### src/rtl/pim_pkg.sv
// Shared constants and helpers for the PIM crossbar datapath.
// The lane-select macro keeps lane 0 in the most significant slot of a packed bus.
`ifndef PIM_PKG_MACROS
`define PIM_PKG_MACROS
`define PIM_LANE(bus, lanes, w, l) bus[((lanes) - 1 - (l)) * (w) +: (w)]
`endif

package pim_pkg;

    localparam int DEF_LANES = 3;
    localparam int DEF_IN_W  = 8;
    localparam int DEF_OUT_W = 16;

    function automatic int clog2(input int value);
        int result;
        result = 0;
        for (int v = value - 1; v > 0; v = v >> 1) begin
            result = result + 1;
        end
        return result;
    endfunction

endpackage

### src/rtl/pim_psum_accum_sat_lane.sv
// Signed clamp from the wide accumulator width down to the output lane width.
// Also reports whether the value had to be clamped.
module pim_sat_lane #(
    parameter int ACC_W = 11,
    parameter int OUT_W = 16
) (
    input  logic signed [ACC_W-1:0] acc,
    output logic signed [OUT_W-1:0] result,
    output logic                    sat
);

    generate
        if (ACC_W > OUT_W) begin : g_clamp
            logic [ACC_W-OUT_W:0] upper;

            // The value fits only when every bit above the output sign bit matches it.
            assign upper = acc[ACC_W-1:OUT_W-1];

            always_comb begin
                result = acc[OUT_W-1:0];
                sat    = 1'b0;
                if (!(&upper) && (|upper)) begin
                    sat    = 1'b1;
                    result = acc[ACC_W-1] ? {1'b1, {(OUT_W-1){1'b0}}}
                                          : {1'b0, {(OUT_W-1){1'b1}}};
                end
            end
        end else begin : g_extend
            assign result = OUT_W'(acc);
            assign sat    = 1'b0;
        end
    endgenerate

endmodule

### src/rtl/pim_psum_accum.sv
// Shift-add accumulator for packed crossbar partial sums.
// Emits one saturated packed result per BEATS accepted beats over valid/ready.
module pim_psum_accum
    import pim_pkg::*;
#(
    parameter int LANES      = DEF_LANES,
    parameter int IN_W       = DEF_IN_W,
    parameter int OUT_W      = DEF_OUT_W,
    parameter int BEATS      = 4,
    parameter int SHIFT_STEP = 0,
    parameter bit MSB_NEG    = 1'b0,
    localparam int IDX_W     = (BEATS > 1) ? clog2(BEATS) : 1
) (
    input  logic                   clk,
    input  logic                   rst_n,
    input  logic                   in_valid,
    output logic                   in_ready,
    input  logic [LANES*IN_W-1:0]  in_psum,
    output logic                   out_valid,
    input  logic                   out_ready,
    output logic [LANES*OUT_W-1:0] out_data,
    output logic [LANES-1:0]       out_sat,
    output logic [IDX_W-1:0]       beat_idx
);

    localparam int ACC_W = IN_W + SHIFT_STEP * (BEATS - 1) + clog2(BEATS) + 1;

    localparam logic [0:0] ST_ACC  = 1'b0;
    localparam logic [0:0] ST_FULL = 1'b1;

    logic [0:0]             state;
    logic                   accept;
    logic                   final_beat;
    logic [LANES*OUT_W-1:0] sat_data;
    logic [LANES-1:0]       sat_flag;

    assign out_valid  = (state == ST_FULL);
    assign in_ready   = !(out_valid && !out_ready);
    assign accept     = in_valid && in_ready;
    assign final_beat = (beat_idx == IDX_W'(BEATS - 1));

    for (genvar l = 0; l < LANES; l++) begin : g_lane
        logic signed [IN_W-1:0]  psum;
        logic signed [ACC_W-1:0] term;
        logic signed [ACC_W-1:0] acc;
        logic signed [ACC_W-1:0] acc_next;
        logic signed [OUT_W-1:0] lane_result;

        assign psum     = `PIM_LANE(in_psum, LANES, IN_W, l);
        assign term     = ACC_W'(psum) <<< (beat_idx * SHIFT_STEP);
        // With MSB_NEG the last beat carries the two's-complement sign slice.
        assign acc_next = (MSB_NEG && final_beat) ? acc - term : acc + term;

        always_ff @(posedge clk or negedge rst_n) begin
            if (!rst_n) begin
                acc <= '0;
            end else if (accept) begin
                acc <= final_beat ? '0 : acc_next;
            end
        end

        pim_sat_lane #(
            .ACC_W (ACC_W),
            .OUT_W (OUT_W)
        ) u_sat (
            .acc    (acc_next),
            .result (lane_result),
            .sat    (sat_flag[l])
        );

        assign `PIM_LANE(sat_data, LANES, OUT_W, l) = lane_result;
    end

    // A final beat reloads the output register even while a handshake drains it.
    always_ff @(posedge clk or negedge rst_n) begin
        if (!rst_n) begin
            state    <= ST_ACC;
            beat_idx <= '0;
            out_data <= '0;
            out_sat  <= '0;
        end else begin
            if (accept) begin
                beat_idx <= final_beat ? '0 : beat_idx + 1'b1;
            end
            if (accept && final_beat) begin
                state    <= ST_FULL;
                out_data <= sat_data;
                out_sat  <= sat_flag;
            end else if (out_ready) begin
                state <= ST_ACC;
            end
        end
    end

endmodule
### config.mk
export PLATFORM = sky130hd
export DESIGN_NAME = pim_psum_accum
export DESIGN_NICKNAME = d
export VERILOG_FILES = /design/src/rtl/pim_pkg.sv /design/src/rtl/pim_psum_accum_sat_lane.sv /design/src/rtl/pim_psum_accum.sv
export SDC_FILE = /design/constraint.sdc
export NUM_CORES = 1
export LEC_CHECK = 0
export ABC_AREA = 1
export BUFFER_PORTS_ARGS = -buffer_cell sky130_fd_sc_hd__buf_2
export CAP_MARGIN = 0
export CORE_MARGIN = 3
export CORE_UTILIZATION = 37
export DETAILED_ROUTE_END_ITERATION = 6
export RECOVER_POWER = 25
export SLEW_MARGIN = 30
export SYNTH_ARGS = -nofsm -noshare
export SYNTH_HDL_FRONTEND = slang
export SYNTH_SLANG_ARGS = --single-unit
### constraint.sdc
create_clock -name clk -period 4.5 [get_ports clk]
set_input_delay 0.225 -clock clk [delete_from_list [all_inputs] [get_ports clk]]
set_output_delay 0.225 -clock clk [all_outputs]
set_load 0.005 [all_outputs]
* Yosys cells after proc, flatten, opt, wreduce, memory -nomap -nowiden
Index checks and enable logic that the tools add are counted.
** Storage, ports and cells
- Register bits :: 79
- Bits in latches :: 0
- RAM bits :: 0
- ROM bits :: 0
- Bits of input ports :: 28
- Output and inout port bits :: 55
- Logic and storage cells :: 23
- Memories :: 0
** Cells by class
- Add/sub/neg operators :: 4
- Multipliers :: 0
- Div/mod/pow operators :: 0
- $lt $le $gt $ge :: 0
- Eq/ne operators :: 1
- Shifts and indexed selects :: 0
- Muxes and demuxes :: 6
- Bitwise operators :: 0
- Reduce and logical (&&, ||, !) cells :: 6
** Operator list (count)
- $add 11x8->11 :: 3
- $mux 11 :: 3
- $logic_and 1x1->1 :: 3
- $add 2x1->2 const B :: 1
- $eq 2x2->1 const B :: 1
- $logic_not 1->1 :: 2
- $mux 1 :: 2
- $mux 2 :: 1
- $reduce_bool 2->1 :: 1

* Longest topological paths before layout
- Word-level depth :: 6
- Gate-level depth with buffers :: 11

* By module
From an unflattened synthesis, not the netlist that was laid out.
** Second synthesis, totals
- Cells, all modules :: 618
- Area, all modules :: 5584.1 um^2
** By module, submodules not included
- pim_psum_accum :: times used 1, cells an instance 564, area each 5190.0 um^2, sequential area each 2177.1 um^2
- pim_sat_lane :: times used 3, cells an instance 18, area each 131.4 um^2, sequential area each 0.0 um^2

* Least setup slack after synthesis
No wires, ideal clock.
- Path type :: register -> register
- Start :: register g_lane[0].acc[0]
- End :: register g_lane[0].acc[6]
- Library setup time :: 0.117 ns
- Arrival time :: 1.431 ns
- Setup slack :: 2.951 ns
- Stages on the path, launching flop included :: 12
- Buffers on the path :: 0
- Clock period less this slack :: 1.549 ns
- Cell sequence :: dfrtp_1 > ha_1 > inv_1 > fa_1 > nor2_1 > nor2_1 > inv_1 > nand2_1 > nand2_1 > nand2_1 > nand3_1 > nand2_1
** Between the ends
- Word-level cells in the longest chain between the ends :: 2
** RTL lines
- from (decl) :: RTL line pim_psum_accum.sv:45 : logic signed [ACC_W-1:0] acc;
- from (signal assigned) :: RTL line pim_psum_accum.sv:58 : acc <= final_beat ? '0 : acc_next;
- $add 11x8->11 :: RTL line pim_psum_accum.sv:52 : assign acc_next = (MSB_NEG && final_beat) ? acc - term : acc + term;
- $mux 11 :: RTL line pim_psum_accum.sv:58
No other way between the ends.
A chain may end at the register's enable or synchronous reset.

* Worst setup path in the final report
- Start :: register state, in the netlist out_valid
- End :: register out_data[35]
** Between the ends
- Word-level cells in the longest chain between the ends :: 4
** RTL lines
- from (decl) :: RTL line pim_psum_accum.sv:31 : logic [0:0] state;
- from (signal assigned) :: RTL line pim_psum_accum.sv:77 : state <= ST_ACC;
- from (signal assigned) :: RTL line pim_psum_accum.sv:86 : state <= ST_FULL;
- from (signal assigned) :: RTL line pim_psum_accum.sv:90 : state <= ST_ACC;
- $logic_and 1x1->1 :: RTL line pim_psum_accum.sv:38 : assign in_ready = !(out_valid && !out_ready);
- $logic_not 1->1 :: RTL line pim_psum_accum.sv:38
- $logic_and 1x1->1 :: RTL line pim_psum_accum.sv:39 : assign accept = in_valid && in_ready;
- $logic_and 1x1->1 :: RTL line pim_psum_accum.sv:85 : if (accept && final_beat) begin
- to (signal assigned) :: RTL line pim_psum_accum.sv:87 : out_data <= sat_data;
- to (decl) :: RTL line pim_psum_accum.sv:21 : output logic [LANES*OUT_W-1:0] out_data,
No other way between the ends.

==> out/results.ini <==
[status]
outcome = complete, no violations

[place]
finalWeightedCongestion = 0.918
preCtsSetupSlack_ps = 2250
io_buffers = 79
post-place-cells = 781
dp_hpwl_mm = 7.71

[logic_synthesis]
synth_async_sr_flop_share = 1.00
synth_top_family_by_area = simple AND/OR/NAND/NOR gates
synth_top_cells_by_count = nand2_1 (220), dfrtp_1 (69), inv_1 (57)
synth_compound_gate_area_share = 0.0474
post_synth_fa_ha_maj_area_fraction = 0.102
synth.ff_latch_count = 69
synth_ff_type = dfrtp_1
synth_enable_flop_cells = 0
synthMostInstantiatedCell = nand2_1
synth_cells = 587
ys.warnings.count = 0
post_synth_mux_area_share = 0
syn_area_sq_mm = 0.00441
netlist.top_cell.by_area = dfrtp_1
synth-seq-area-share = 0.391
synth_top_area_share = 0.391
synth.distinct_cells = 25
synth.area.top_cells = dfrtp_1 (39%), nand2_1 (19%), ha_1 (8.8%)
synth_area_per_cell_sq_um = 7.52
synth_xor_xnor_area_share = 0.0238
synth-simple-area-share = 0.330

[hold_path]
min_delay_path_depth = 4
holdPathEnd = out_valid
min_path_type = input port to flop
worstHoldStart = out_ready

[clock_network]
clock_sink_count = 69
insertion_delay_ps = 330
cts.clk_slew.worst_paths_ps = 50
clockRootBuffer = clkbuf_16
clock_tree_from_tritoncts = built
cts_setup_buffers = 0
clock_tree.htree_level_count = 3
cts_inserted_buffers = 9
cts_max_path_buffers = 2

[sta]
finalHoldViolations = 0
setup_repair_after_global_routing_missed_its_margin = no
final_period_minus_worst_setup_slack_ps = 2200
final-max-slew-violation-count = 0
maxClockFrequency_mhz = 455
finalSetupTns_ps = 0
skew_ps = 5.99
setup-violations-final = 0
maxSlewHeadroom = 0.0592
post-route-worst-setup-slack_ps = 2300
tightestPinTransition_ps = 1410
finalCritPeriodShare = 0.489

[drt]
drt-pass1-iter-count = 5
drtAntennaViolNets = 0
drc = 0
vias = 3803
avgViaCountPerCell = 4.77
detail_route.wl_per_cell_um = 13.0
dr.first_iter.drc_count = 164
drt_wl_total_mm = 10.4

[final_layout]
final_cells = 798
footprint_of_the_flip_flops_and_latches_sq_mm = 0.00173
antenna-diode-count = 0
total_of_fill_cells_in_the_finished_design = 1220
multi_input_comb_area_sq_mm = 0.00223
post_route_cells_drive_above_1_share = 0.145
net_count_reported_at_finish = 712
area_growth_syn_to_layout_pct = 14.5

[run]
max-cap-violations = 0

[worst_setup_path]
start_kind = flop
ff2ff_setup_slack_ps = 2300
max_stage_delay_ps = 550
timing.critical_path.required_ps = 4670
r2r_start = out_valid
worst_path_max_delay_cell = nor2_4
reg2reg_to = out_data[35]
setup.worst_path.class = flop to flop
critical_path.endpoint_type = flop
reg2reg_depth = 6
critPathMaxFanout = 48
crit_chain = nand2_4, nand2_4, nor2_4, inv_2, nand2_1, o21ai_0
worst-endpoint-arrival_ps = 2370
dominant_cell_type_by_count_on_the_critical_path = nand2_4

[global_route]
grt_pass1_vias = 3793
grt_antenna_before_repair = 0
grt_max_degree = 49
overall_track_demand_over_capacity_in_global_routing = 0.167
grt_first_pass_wirelength_mm = 17.8
globalRouteOverflowTotal = 0

[floorplanning]
die-height_um = 115
rows = 39
io-pin-count = 83
core_sq_mm = 0.0115
die_width_um = 115
start_util = 0.383
design.die.area_sq_mm = 0.0133

[power_and_ir_drop]
power_density_mw_per_mm2 = 710
ir_worst_vdd_mv = 0.287
cellLeakagePower_nw = 2.81
totalPowerFinal_mw = 3.59

## cell families after synthesis
kind of cell | after synthesis
flops | 69
xor+xnor | 12
other cells | 1
buf+inv | 90
compound gates | 41
simple gates | 340
fa+ha+maj | 34
## timing repair
item / in CTS / in global routing
gates resized for setup: 0 / 0
hold endpoints to repair: 24 / 0
hold buffers: 1 / 0
## worst max path at each step
stage                     start                to  slack [ps]  cells after the start
2_1_floorplan  g_lane[0].acc[0]  g_lane[0].acc[6]        2950                     11
3_3_place_gp          out_valid       out_data[4]        2340                      6
3_5_place_dp          out_valid       out_data[0]        2250                      6
4_1_cts               out_valid      out_data[35]        2250                      6
5_1_grt                   rst_n  g_lane[1].acc[9]        2060                      3
6_report              out_valid      out_data[35]        2300                      6
## through the flow
stage               hold WS (ps)  cell area [sq um]   util
global route                 183               5050  0.439
CTS                          166               5070  0.440
global placement             256               4760  0.413
floorplan                  -70.6               4420      -
detailed placement           270               4760  0.413
finish                       173               5050  0.439
## critical path, delay by kind of cell (launching register included)
family	cells	cell delay [ps]
and+or+nand+nor	4	1040
buffers and inverters	1	490
DFF	1	400
AOI/OAI and AO/OA	1	90
## registers in the layout, summed over array words and instances (netlist names)
register,flops
g_lane.acc,33
out_data,33
beat_idx,2
out_valid,1
## cell usage in the layout (no fill, tap or decap), drive strengths merged
cell,Yosys,routed
inv,59,60
clkinv,0,1
o21ai,26,26
fa,3,3
conb,1,3
xnor2,7,7
dlygate4sd3,0,1
buf,28,66
bufinv,0,1
nand2,230,230
xor2,5,5
nand3b,12,12
clkbuf,3,25
nand3,54,54
nand4,6,6
ha,31,31
a21oi,12,12
dfrtp,69,69
clkinvlp,0,2
o22ai,3,3
nor2,38,38
## power breakdown
part	internal [mW]	switching (mW)	total, mW
Sequential	0.917	0.190	1.11
Clock	0.445	0.269	0.714
Combinational	0.703	1.06	1.77
Total	2.06	1.52	3.59
## per-layer routing
layer,up-vias,track usage,routed length [um]
li1,1969,-,-
met1,1752,0.231,5000
met2,76,0.267,4780
met3,6,0.0411,525
met4,0,0.0352,62
met5,-,0,0
## final cells by class
cell class,instances,area share
Clock buffer,11,0.0481
Clock inverter,5,0.0116
Inverter,59,0.0438
Multi-Input combinational cell,430,0.441
Sequential cell,69,0.342
Tap cell,143,0.0354
Timing Repair Buffer,81,0.0783
No activity file was read; power rests on OpenSTA's default activity.
